## src/rtl/ijtag_sib_tdr.sv

```systemverilog
// IEEE 1687 Segment Insertion Bit with a gated Test Data Register.
//
// The SIB bit always sits in the scan path. When its update bit (sib_open)
// is set, a DATA_WIDTH-bit TDR is spliced in ahead of it. The TDR captures
// status_in and writes a shadowed control word on update.
//
// Ports:
//   TCK, TRST_n        test clock (posedge) and async active-low reset
//   ijtag_select       segment selected; other controls ignored while low
//   ijtag_capture      CAPTURE-DR (rising-edge detected)
//   ijtag_shift        SHIFT-DR (level, one bit per cycle)
//   ijtag_update       UPDATE-DR (rising-edge detected)
//   ijtag_tdi          scan data in
//   ijtag_tdo          scan data out, straight from the SIB shift flop
//   status_in          instrument status, sampled on capture while open
//   ctrl_out           shadow control register
//   ctrl_strobe        one-cycle pulse following each ctrl_out write
//   sib_open           SIB update bit; 1 = TDR in path
//   update_count       saturating count of ctrl_out writes
module ijtag_sib_tdr #(
    parameter int unsigned              DATA_WIDTH  = 8,
    parameter logic [DATA_WIDTH-1:0]    RESET_VALUE = '0
) (
    input  logic                  TCK,
    input  logic                  TRST_n,
    input  logic                  ijtag_select,
    input  logic                  ijtag_capture,
    input  logic                  ijtag_shift,
    input  logic                  ijtag_update,
    input  logic                  ijtag_tdi,
    output logic                  ijtag_tdo,
    input  logic [DATA_WIDTH-1:0] status_in,
    output logic [DATA_WIDTH-1:0] ctrl_out,
    output logic                  ctrl_strobe,
    output logic                  sib_open,
    output logic [7:0]            update_count
);

    logic                  sib_sr_q, sib_sr_d;
    logic                  sib_open_q, sib_open_d;
    logic [DATA_WIDTH-1:0] tdr_sr_q, tdr_sr_d;
    logic [DATA_WIDTH-1:0] ctrl_q, ctrl_d;
    logic                  strobe_q, strobe_d;
    logic [7:0]            count_q, count_d;
    logic                  cap_prev_q, cap_prev_d;
    logic                  upd_prev_q, upd_prev_d;

    logic cap, sh, upd;
    logic do_cap, do_sh, do_upd;

    always_comb begin
        cap = ijtag_select & ijtag_capture;
        sh  = ijtag_select & ijtag_shift;
        upd = ijtag_select & ijtag_update;

        // Priority capture > shift > update; only the winner acts.
        do_cap = cap & ~cap_prev_q;
        do_sh  = sh & ~do_cap;
        do_upd = upd & ~upd_prev_q & ~do_cap & ~sh;

        sib_sr_d   = sib_sr_q;
        sib_open_d = sib_open_q;
        tdr_sr_d   = tdr_sr_q;
        ctrl_d     = ctrl_q;
        strobe_d   = 1'b0;
        count_d    = count_q;
        // Flags follow the qualified levels, so they clear while deselected.
        cap_prev_d = cap;
        upd_prev_d = upd;

        if (do_cap) begin
            sib_sr_d = sib_open_q;
            if (sib_open_q) begin
                tdr_sr_d = status_in;
            end
        end else if (do_sh) begin
            if (sib_open_q) begin
                tdr_sr_d = {ijtag_tdi, tdr_sr_q[DATA_WIDTH-1:1]};
                sib_sr_d = tdr_sr_q[0];
            end else begin
                sib_sr_d = ijtag_tdi;
            end
        end else if (do_upd) begin
            sib_open_d = sib_sr_q;
            // Gate on the pre-update open bit: it defined the path that was scanned.
            if (sib_open_q) begin
                ctrl_d   = tdr_sr_q;
                strobe_d = 1'b1;
                if (count_q != 8'hFF) begin
                    count_d = count_q + 8'd1;
                end
            end
        end
    end

    always_ff @(posedge TCK or negedge TRST_n) begin
        if (!TRST_n) begin
            sib_sr_q   <= 1'b0;
            sib_open_q <= 1'b0;
            tdr_sr_q   <= '0;
            ctrl_q     <= RESET_VALUE;
            strobe_q   <= 1'b0;
            count_q    <= 8'd0;
            cap_prev_q <= 1'b0;
            upd_prev_q <= 1'b0;
        end else begin
            sib_sr_q   <= sib_sr_d;
            sib_open_q <= sib_open_d;
            tdr_sr_q   <= tdr_sr_d;
            ctrl_q     <= ctrl_d;
            strobe_q   <= strobe_d;
            count_q    <= count_d;
            cap_prev_q <= cap_prev_d;
            upd_prev_q <= upd_prev_d;
        end
    end

    assign ijtag_tdo    = sib_sr_q;
    assign sib_open     = sib_open_q;
    assign ctrl_out     = ctrl_q;
    assign ctrl_strobe  = strobe_q;
    assign update_count = count_q;

endmodule

```

## config.mk

```make
export PLATFORM = sky130hd
export DESIGN_NAME = ijtag_sib_tdr
export DESIGN_NICKNAME = d
export VERILOG_FILES = /design/src/rtl/ijtag_sib_tdr.sv
export SDC_FILE = /design/constraint.sdc
export NUM_CORES = 1
export LEC_CHECK = 0
export CORE_AREA = 2 2 55 57
export DETAILED_ROUTE_END_ITERATION = 10
export DIE_AREA = 0 0 57 59
export GPL_TIMING_DRIVEN = 0
export PLACE_DENSITY = 0.76
export SLEW_MARGIN = 20
export SYNTH_ARGS = -nofsm -noshare
export SYNTH_HDL_FRONTEND = slang
export SYNTH_SLANG_ARGS = --single-unit
```

## constraint.sdc

```tcl
create_clock -name TCK -period 2.5 [get_ports TCK]
set_input_delay 0.625 -clock TCK [delete_from_list [all_inputs] [get_ports TCK]]
set_output_delay 0.625 -clock TCK [all_outputs]
set_load 0.005 [all_outputs]
```

==> flow_metrics.py <==
metrics = {
    "clock_network": {
        "cts_resized": 0,
        "cts_inserted_buffers": 5,
        "cts_buffer_depth": 2,
        "cts_setup_buffers": 0,
        "h-tree-depth": 2,
        "clock-sinks": 29,
        "cts_hold_buf": 0,
        "cts_tree": "built",
        "root_buffer": "clkbuf_4",
        "insertion_delay_ns": 0.33,
        "path_clk_slew_ns": 0.09,
    },
    "synthesis": {
        "ys_seq_area_frac": 0.576,
        "synth_cell_types": 27,
        "synthCells": 102,
        "syn_nets": 118,
        "syn_avg_cell_area_um2": 12.4,
        "synth_top_cell_by_area": "dfrtp_1",
        "synth_area_leaders": "dfrtp_1 58%, mux2_2 8.0%, mux2i_1 6.4%",
        "syn_area_um2": 1260,
        "synth_warnings": 0,
        "synth-seq-cells": 29,
        "synth_top_area_share": 0.576,
    },
    "floorplan": {
        "initial_utilization": 0.465,
        "core_um2": 2710,
        "die_y_um": 59,
        "dieArea_um2": 3360,
        "dieWidth_um": 57,
        "io_pins": 34,
        "rows": 19,
    },
    "detailed_routing": {
        "route.detailed.drc": 0,
        "dr.pass1.iters": 4,
        "viasPerCell": 5.40,
        "first_iter_violations": 7,
        "vias": 939,
        "postRouteAntennaNets": 0,
        "wl_um": 2470,
        "wl_per_cell_um": 14.2,
    },
    "timing": {
        "period_needed_ns": 2.25,
        "max_freq_ghz": 0.445,
        "tightest_slew_ns": 0.645,
        "tns_ns": 0,
        "period_share": 0.898,
        "rsz0062_at_grt": "no",
        "hold_viol": 0,
        "finClkSkew_ns": 0.00907,
        "finalSetupViolations": 0,
        "drv_slew": 0,
        "slew_headroom": 0.570,
    },
    "placed_design": {
        "port_buffers": 33,
        "dp_cells": 166,
        "hpwl_um": 1810,
        "placed_area_um2": 1620,
        "globalplace.congestion": 0.754,
    },
    "finish": {
        "mostFrequentLayoutCells": "32 x clkdlybuf4s50_1, 29 x dfrtp_1, 11 x nand2_1",
        "layout.filler_cells": 240,
        "seqCellArea_um2": 726,
        "multi_input_area_um2": 510,
        "area_growth_pct": 32.8,
        "fin_cells": 174,
        "layout-drive-gt1-share": 0.126,
        "layout.nets": 158,
        "final_common_cell": "clkdlybuf4s50_1",
        "antenna_cells": 0,
        "final_area_um2": 1670,
    },
    "global_routing": {
        "grt_pass1_wl_um": 4330,
        "overflow": 0,
        "antenna_found_initial": 0,
        "grt_max_degree": 30,
        "track_usage": 0.176,
        "grt_pass1_vias": 945,
    },
    "setup_path": {
        "required_ns": 2.72,
        "crit_path_max_fanout": 8,
        "start_kind": "input pin",
        "end_kind": "register",
        "r2r_end": "update_count[1]",
        "rr_startpoint": "cap_prev_q",
        "cp.arrival_ns": 2.46,
        "path_class": "in -> reg",
        "r2r_slack_ns": 0.77,
        "reg2reg_depth": 5,
    },
    "power": {
        "power.leakage_uw": 0.000786,
        "ir_worst_vdd_mv": 0.582,
        "powerDensity_nw_per_um2": 809,
    },
    "worst_hold_path": {
        "hp-class": "in -> async",
    },
    "status": {
        "status": "completed",
    },
    "job": {
        "max_cap_violations": 0,
    },
}
[worst max-delay path, stage by stage]
cell             delay (ns)
clkdlybuf4s50_1        0.53
nand2_1                0.14
nor4_4                 0.58
and2_1                 0.26
mux2_1                 0.33
[routing by layer]
| layer | wire, µm | GRT usage |
|---|---|---|
| met1 | 1050 | 0.215 |
| met2 | 1220 | 0.276 |
| met3 | 148 | 0.0568 |
| met4 | 50 | 0.0997 |
| met5 | 0 | 0 |
[kinds of logic (layout without fill, tap and decap cells)]
family                   count (synthesis)  count (layout)  synth area share
AO/OA/AOI/OAI                           14              14            0.0606
XOR/XNOR                                 6               6            0.0417
adder cells (fa/ha/maj)                  1               1           0.00993
buffers and inverters                    4              45            0.0189
flip-flops                              29              29             0.576
multiplexers                            18              18             0.153
AND/OR/NAND/NOR                         30              30             0.140
[flip-flops by register name, indices dropped and copies added (netlist names)]
| register | cells |
|---|---|
| ctrl_out | 8 |
| tdr_sr_q | 8 |
| update_count | 8 |
| cap_prev_q | 1 |
| ctrl_strobe | 1 |
| ijtag_tdo | 1 |
| sib_open | 1 |
| upd_prev_q | 1 |
[where the power goes]
part	switching, µW	total, µW	internal (µW)	leakage (µW)
registers	103	704	601	0.000387
clock network	155	267	112	0.0000265
logic	139	383	244	0.000372
[stage by stage]
step / total power (µW) / setup slack [ns] / utilization / hold WS, ns
floorplan: 865 / 0.558 / - / 0.329
global placement: 1080 / -0.107 / 0.601 / 0.488
detailed placement: 1100 / -0.152 / 0.599 / 0.492
CTS: 1370 / 0.199 / 0.617 / 0.315
global route: 1460 / 0.173 / 0.617 / 0.352
finish: 1350 / 0.254 / 0.617 / 0.316
[synthesized netlist by cell type]
master and n:
dfrtp_1 29, nand2_1 11, mux2_2 9, o21ai_0 9
mux2i_1 8, xnor2_1 5, and2_1 4, nand3_1 3
nand4_1 3, a21oi_1 2, and3_1 2, nor2b_1 2
a31oi_1 1, and3b_1 1, and4_1 1, buf_2 1
buf_6 1, clkbuf_1 1, ha_1 1, inv_1 1
mux2_1 1, nand2b_1 1, nor4_1 1, nor4_4 1
o211ai_1 1, o31ai_1 1, xor2_1 1
[area by class of cell]
type	count	share of cell area
flip-flops and latches	29	0.434
multi-input cells	69	0.305
repair buffers	33	0.194
clock buffers	8	0.0292
well taps	31	0.0232
plain buffers	3	0.0120
inverters	1	0.00224
[worst max-delay path by stage]
stage / from / end / slack, ns / cells past startpoint
after floorplan: ijtag_capture / update_count[1] / 0.56 / 5
after global placement: ijtag_select / update_count[1] / -0.11 / 5
after detailed placement: ijtag_select / update_count[1] / -0.15 / 5
after CTS: ijtag_select / update_count[1] / 0.20 / 5
after global routing: ijtag_select / update_count[1] / 0.17 / 5
final: ijtag_select / update_count[1] / 0.25 / 5
No activity file was read; power rests on OpenSTA's default activity.
==> RTL change 1 (config.mk and constraints unchanged) <==
Set the parameter `DATA_WIDTH` to 10 (it was 8).
--- a/src/rtl/ijtag_sib_tdr.sv
+++ b/src/rtl/ijtag_sib_tdr.sv
@@ -19,5 +19,5 @@
 //   update_count       saturating count of ctrl_out writes
 module ijtag_sib_tdr #(
-    parameter int unsigned              DATA_WIDTH  = 8,
+    parameter int unsigned              DATA_WIDTH  = 10,
     parameter logic [DATA_WIDTH-1:0]    RESET_VALUE = '0
 ) (
Interface: changed (resized ctrl_out and status_in); port bits go from 34 to 38. The function was not compared with the original's and may differ.
==> RTL change 1 against the original RTL <==
Final area grew 17%; sequential power grew 18%; power grew 36%; synthesized area grew 15%; combinational power grew 35%; synthesized cell count grew 16%; clock skew grew 2.7 ps; sequential cell count grew 4; wire length grew 10%; first-iteration DRC count grew 110%; worst setup slack gained 100 ps; final cell count grew 11%; core utilization grew 10 points; die area is the same; critical endpoint unchanged.
==> RTL change 1: results (changes against the original RTL) <==
outcome:
  status: "completed"  # unchanged
cells_and_area:
  nets: 180  # was 158
  layout.cells.non_filler: 194  # was 174
  fillers: 214  # was 240
  drive_above_1_share: 0.160  # was 0.126
worst_setup_path:
  reg2reg_slack_ps: 720  # was 770 ps
  cp.arrival_ps: 2370  # was 2460 ps
  cp_max_fo: 7  # was 8
  r2r-start: "update_count[0]"  # was cap_prev_q
place:
  dpl_cell_area_sq_mm: 0.00185  # was 0.00162 sq mm
  place_congestion: 0.739  # was 0.754
  dp_hpwl_mm: 1.97  # was 1.81 mm
  pre_cts_ws_ps: 30.4  # was -152 ps
  port_buffers: 37  # was 33
clocking:
  clockRootBuffer: "clkbuf_4"  # unchanged
  cts_max_level: 2  # unchanged
  path_clk_slew_ps: 110  # was 90 ps
  cts.path.max_buffers: 2  # unchanged
  clock_latency_ps: 330  # about the same
sta:
  clock_skew_ps: 11.8  # was 9.07 ps
  whs_ps: 335  # was 316 ps
  slew_headroom: 0.536  # was 0.570
  max_freq_mhz: 467  # was 445 MHz
grt:
  grt_pass1_wl_mm: 4.60  # was 4.33 mm
  grt_max_degree: 34  # was 30
  grt.total_usage: 0.178  # was 0.176
routing:
  drt-initial-drc-count: 15  # was 7
  wirelength_mm: 2.73  # was 2.47 mm
  vias: 1041  # was 939
  firstDrtPassIters: 4  # unchanged
pwr:
  ir_drop_uv: 753  # was 582 uV
  p_leak_nw: 0.946  # was 0.786 nW
synthesis:
  syn-mean-instance-area_sq_um: 12.3  # was 12.4 sq um
  synth_cell_types: 32  # was 27
  synth_ff_type: "dfrtp_1"  # unchanged
  seq_area_frac_synth: 0.569  # was 0.576
  synth.net_count: 136  # was 118
  synth_top_cells_by_area: "dfrtp_1 57%, mux2_2 9.3%, mux2i_1 6.9%"  # was dfrtp_1 58%, mux2_2 8.0%, mux2i_1 6.4%
  synthTopCellsByCount: "33 x dfrtp_1, 12 x mux2_2, 12 x nand2_1"  # was 29 x dfrtp_1, 11 x nand2_1, 9 x mux2_2, 9 x o21ai_0, 8 x mux2i_1
worst_hold_path:
  hp-class: "in2async"  # unchanged
[RTL change 1: critical path, stage by stage]
cell	delay (ps)
clkdlybuf4s50_1	540
nand4b_1	120
or3_1	360
buf_2	180
nor2_1	190
mux2_2	350
[RTL change 1: cell families after synthesis]
family | Yosys count | synth area share
flip-flops | 33 | 0.569
AND/OR/NAND/NOR | 32 | 0.135
multiplexers | 22 | 0.162
AO/OA/AOI/OAI | 16 | 0.0613
buffers and inverters | 8 | 0.0276
XOR/XNOR | 6 | 0.0362
adder cells (fa/ha/maj) | 1 | 0.00863
[RTL change 1: where the power goes]
part / switching [mW] / internal [mW] / total [mW]
registers: 0.122 / 0.707 / 0.829
logic: 0.181 / 0.337 / 0.518
clock network: 0.181 / 0.310 / 0.491
[RTL change 1: area by class of cell]
| cell class | count | area (sq um) | area share |
|---|---|---|---|
| Sequential cell | 33 | 826 | 0.422 |
| Multi-Input combinational cell | 77 | 584 | 0.299 |
| Timing Repair Buffer | 37 | 365 | 0.187 |
| Clock inverter | 3 | 65.1 | 0.0332 |
| Tap cell | 31 | 38.8 | 0.0198 |
| Clock buffer | 5 | 37.5 | 0.0192 |
| Buffer | 6 | 32.5 | 0.0166 |
| Inverter | 2 | 7.51 | 0.00384 |
[RTL change 1: final timing paths]
check / endpoint / cells after the start
worst max-delay path: update_count[1] / 6
worst min-delay path: tdr_sr_q[0] / 1
worst max register to register: update_count[1] / 6
worst min register to register: tdr_sr_q[9] / 2
max in group asynchronous: tdr_sr_q[9] / 1
min in group TCK: tdr_sr_q[9] / 2
[RTL change 1: routing by layer]
metal	GRT usage	wire length, um	up-vias
li1	-	-	504
met2	0.304	1290	29
met4	0.0532	34	0
met5	0	0	-
met1	0.213	1210	503
met3	0.0633	186	5
==> RTL change 2 (same flow settings) <==
Made on the original files. Register the inputs `ijtag_select`, `ijtag_capture`, `ijtag_shift`, `ijtag_update`, `ijtag_tdi` and `status_in` before use, cleared by the reset. The logic sees them one clock later. Comments in the files are not updated.
--- a/src/rtl/ijtag_sib_tdr.sv
+++ b/src/rtl/ijtag_sib_tdr.sv
@@ -37,4 +37,29 @@
 );
 
+    logic ijtag_select_q;
+    logic ijtag_capture_q;
+    logic ijtag_shift_q;
+    logic ijtag_update_q;
+    logic ijtag_tdi_q;
+    logic [DATA_WIDTH-1:0] status_q;
+
+    always_ff @(posedge TCK or negedge TRST_n) begin
+        if (!TRST_n) begin
+            ijtag_select_q  <= '0;
+            ijtag_capture_q <= '0;
+            ijtag_shift_q   <= '0;
+            ijtag_update_q  <= '0;
+            ijtag_tdi_q     <= '0;
+            status_q        <= '0;
+        end else begin
+            ijtag_select_q  <= ijtag_select;
+            ijtag_capture_q <= ijtag_capture;
+            ijtag_shift_q   <= ijtag_shift;
+            ijtag_update_q  <= ijtag_update;
+            ijtag_tdi_q     <= ijtag_tdi;
+            status_q        <= status_in;
+        end
+    end
+
     logic                  sib_sr_q, sib_sr_d;
     logic                  sib_open_q, sib_open_d;
@@ -50,7 +75,7 @@
 
     always_comb begin
-        cap = ijtag_select & ijtag_capture;
-        sh  = ijtag_select & ijtag_shift;
-        upd = ijtag_select & ijtag_update;
+        cap = ijtag_select_q & ijtag_capture_q;
+        sh  = ijtag_select_q & ijtag_shift_q;
+        upd = ijtag_select_q & ijtag_update_q;
 
         // Priority capture > shift > update; only the winner acts.
@@ -72,12 +97,12 @@
             sib_sr_d = sib_open_q;
             if (sib_open_q) begin
-                tdr_sr_d = status_in;
+                tdr_sr_d = status_q;
             end
         end else if (do_sh) begin
             if (sib_open_q) begin
-                tdr_sr_d = {ijtag_tdi, tdr_sr_q[DATA_WIDTH-1:1]};
+                tdr_sr_d = {ijtag_tdi_q, tdr_sr_q[DATA_WIDTH-1:1]};
                 sib_sr_d = tdr_sr_q[0];
             end else begin
-                sib_sr_d = ijtag_tdi;
+                sib_sr_d = ijtag_tdi_q;
             end
         end else if (do_upd) begin
Check against the original RTL: not equivalent (Yosys sat finds a counterexample within 4 cycles, from zero or initial values and one cycle with TRST_n low).
==> RTL change 2 against the original RTL <==
Final area increased by 23%; synthesized area increased by 26%; global-route usage increased by 2.1 points; wire length increased by 9.9%; sequential power increased by 32%; worst setup slack improved by 300 ps; power increased by 28%; worst hold slack got worse by 95 ps; via count increased by 9.4%; sequential cell count increased by 13.
==> RTL change 2: results (changes against the original RTL) <==
outcome:
  status: "completed"  # unchanged
routing:
  drt-initial-drc-count: 19  # was 7
  routedWlPerCell_um: 14.5  # was 14.2 um
  vias: 1027  # was 939
  wirelength_mm: 2.71  # was 2.47 mm
place:
  dpl_cell_area_sq_mm: 0.00198  # was 0.00162 sq mm
  place_congestion: 0.729  # was 0.754
  dp_cells: 179  # was 166
clocking:
  path_clk_slew_ps: 120  # was 90 ps
  clock_latency_ps: 350  # was 330 ps
synthesis:
  synth_cell_types: 25  # was 27
  netlist_instances: 114  # was 102
  synth.net_count: 130  # was 118
  synth_xor_xnor_area_share: 0.0386  # was 0.0417
  synth_compound_area_frac: 0.0464  # was 0.0606
  synth_top_cells_by_area: "dfrtp_1 66%, mux2_2 7.1%, mux2i_1 5.0%"  # was dfrtp_1 58%, mux2_2 8.0%, mux2i_1 6.4%
  synthTopCellsByCount: "42 x dfrtp_1, 11 x nand2_1, 10 x mux2_2"  # was 29 x dfrtp_1, 11 x nand2_1, 9 x mux2_2, 9 x o21ai_0, 8 x mux2i_1
  synth.area.mux_share: 0.121  # was 0.153
  seq_area_frac_synth: 0.661  # was 0.576
grt:
  grt.total_usage: 0.196  # was 0.176
  grt_pass1_wl_mm: 4.80  # was 4.33 mm
  grtUsageMet2: 0.317  # was 0.276
  met3_usage: 0.0524  # was 0.0568
  grt_max_degree: 23  # was 30
  grt_pass1_vias: 1083  # was 945
worst_setup_path:
  cp_max_fo: 6  # was 8
  max_stage_delay_ps: 530  # was 580 ps
  reg2reg_slack_ps: 910  # was 770 ps
  rr_endpoint: "ctrl_out[7]"  # was update_count[1]
  slowest_stage: "clkdlybuf4s50_1"  # was nor4_4
  reg2reg_depth: 4  # was 5
pwr:
  ir_drop_uv: 660  # was 582 uV
  pg_clk_mw: 0.425  # was 0.267 mW
  seq-power_mw: 0.926  # was 0.704 mW
  p_leak_nw: 0.949  # was 0.786 nW
cells_and_area:
  nets: 171  # was 158
sta:
  clock_skew_ps: 11.5  # was 9.07 ps
  slew_headroom: 0.656  # was 0.570
-- RTL change 2: changes by cell type after synthesis, sizes merged, moves of 2 or more --
cell / change
nor2b: -2
dfrtp: +13
and2: -2
xnor2: +2
-- RTL change 2: per-layer routing --
metal  vias to the layer above  routed length, um  share of wire
li1                        483                  -              -
met1                       517               1180           0.44
met2                        24               1400           0.52
met3                         3                108          0.040
met4                         0                 21         0.0077
met5                         -                  0              0
-- RTL change 2: cells by family (layout without fill, tap and decap cells) --
| group | after synthesis | count (layout) |
|---|---|---|
| buf+inv | 4 | 46 |
| flops | 42 | 42 |
| simple gates | 29 | 29 |
| mux | 18 | 18 |
| compound gates | 13 | 13 |
| fa+ha+maj | 1 | 1 |
| xor+xnor | 7 | 7 |
-- RTL change 2: through the flow --
step           setup WS [ps]  hold WS (ps)  total power [mW]
6_report                 553           222              1.74
4_1_cts                  528           225              1.76
3_3_place_gp            -164           483              1.31
2_1_floorplan           1060           329              1.09
5_1_grt                  470           234              1.85
3_5_place_dp             900           492              1.33
-- RTL change 2: worst max-delay path by stage --
stage,start,endpoint,slack (ps),depth (start not counted)
finish,update_count[2],update_count[2],550,1
global route,update_count[2],update_count[2],470,1
CTS,sib_open,sib_open,530,1
detailed placement,ijtag_capture_q,tdr_sr_q[6],900,4
global placement,TRST_n,ctrl_out[5],-160,1
floorplan,update_count[0],update_count[1],1060,5
-- RTL change 2: final cells by class --
cell class | instances | area (sq um) | share of cell area
Timing Repair Buffer | 34 | 353 | 0.171
Clock inverter | 2 | 37.5 | 0.0182
Clock buffer | 6 | 41.3 | 0.0200
Sequential cell | 42 | 1050 | 0.510
Tap cell | 31 | 38.8 | 0.0188
Buffer | 3 | 20.0 | 0.00971
Multi-Input combinational cell | 68 | 515 | 0.250
Inverter | 1 | 3.75 | 0.00182
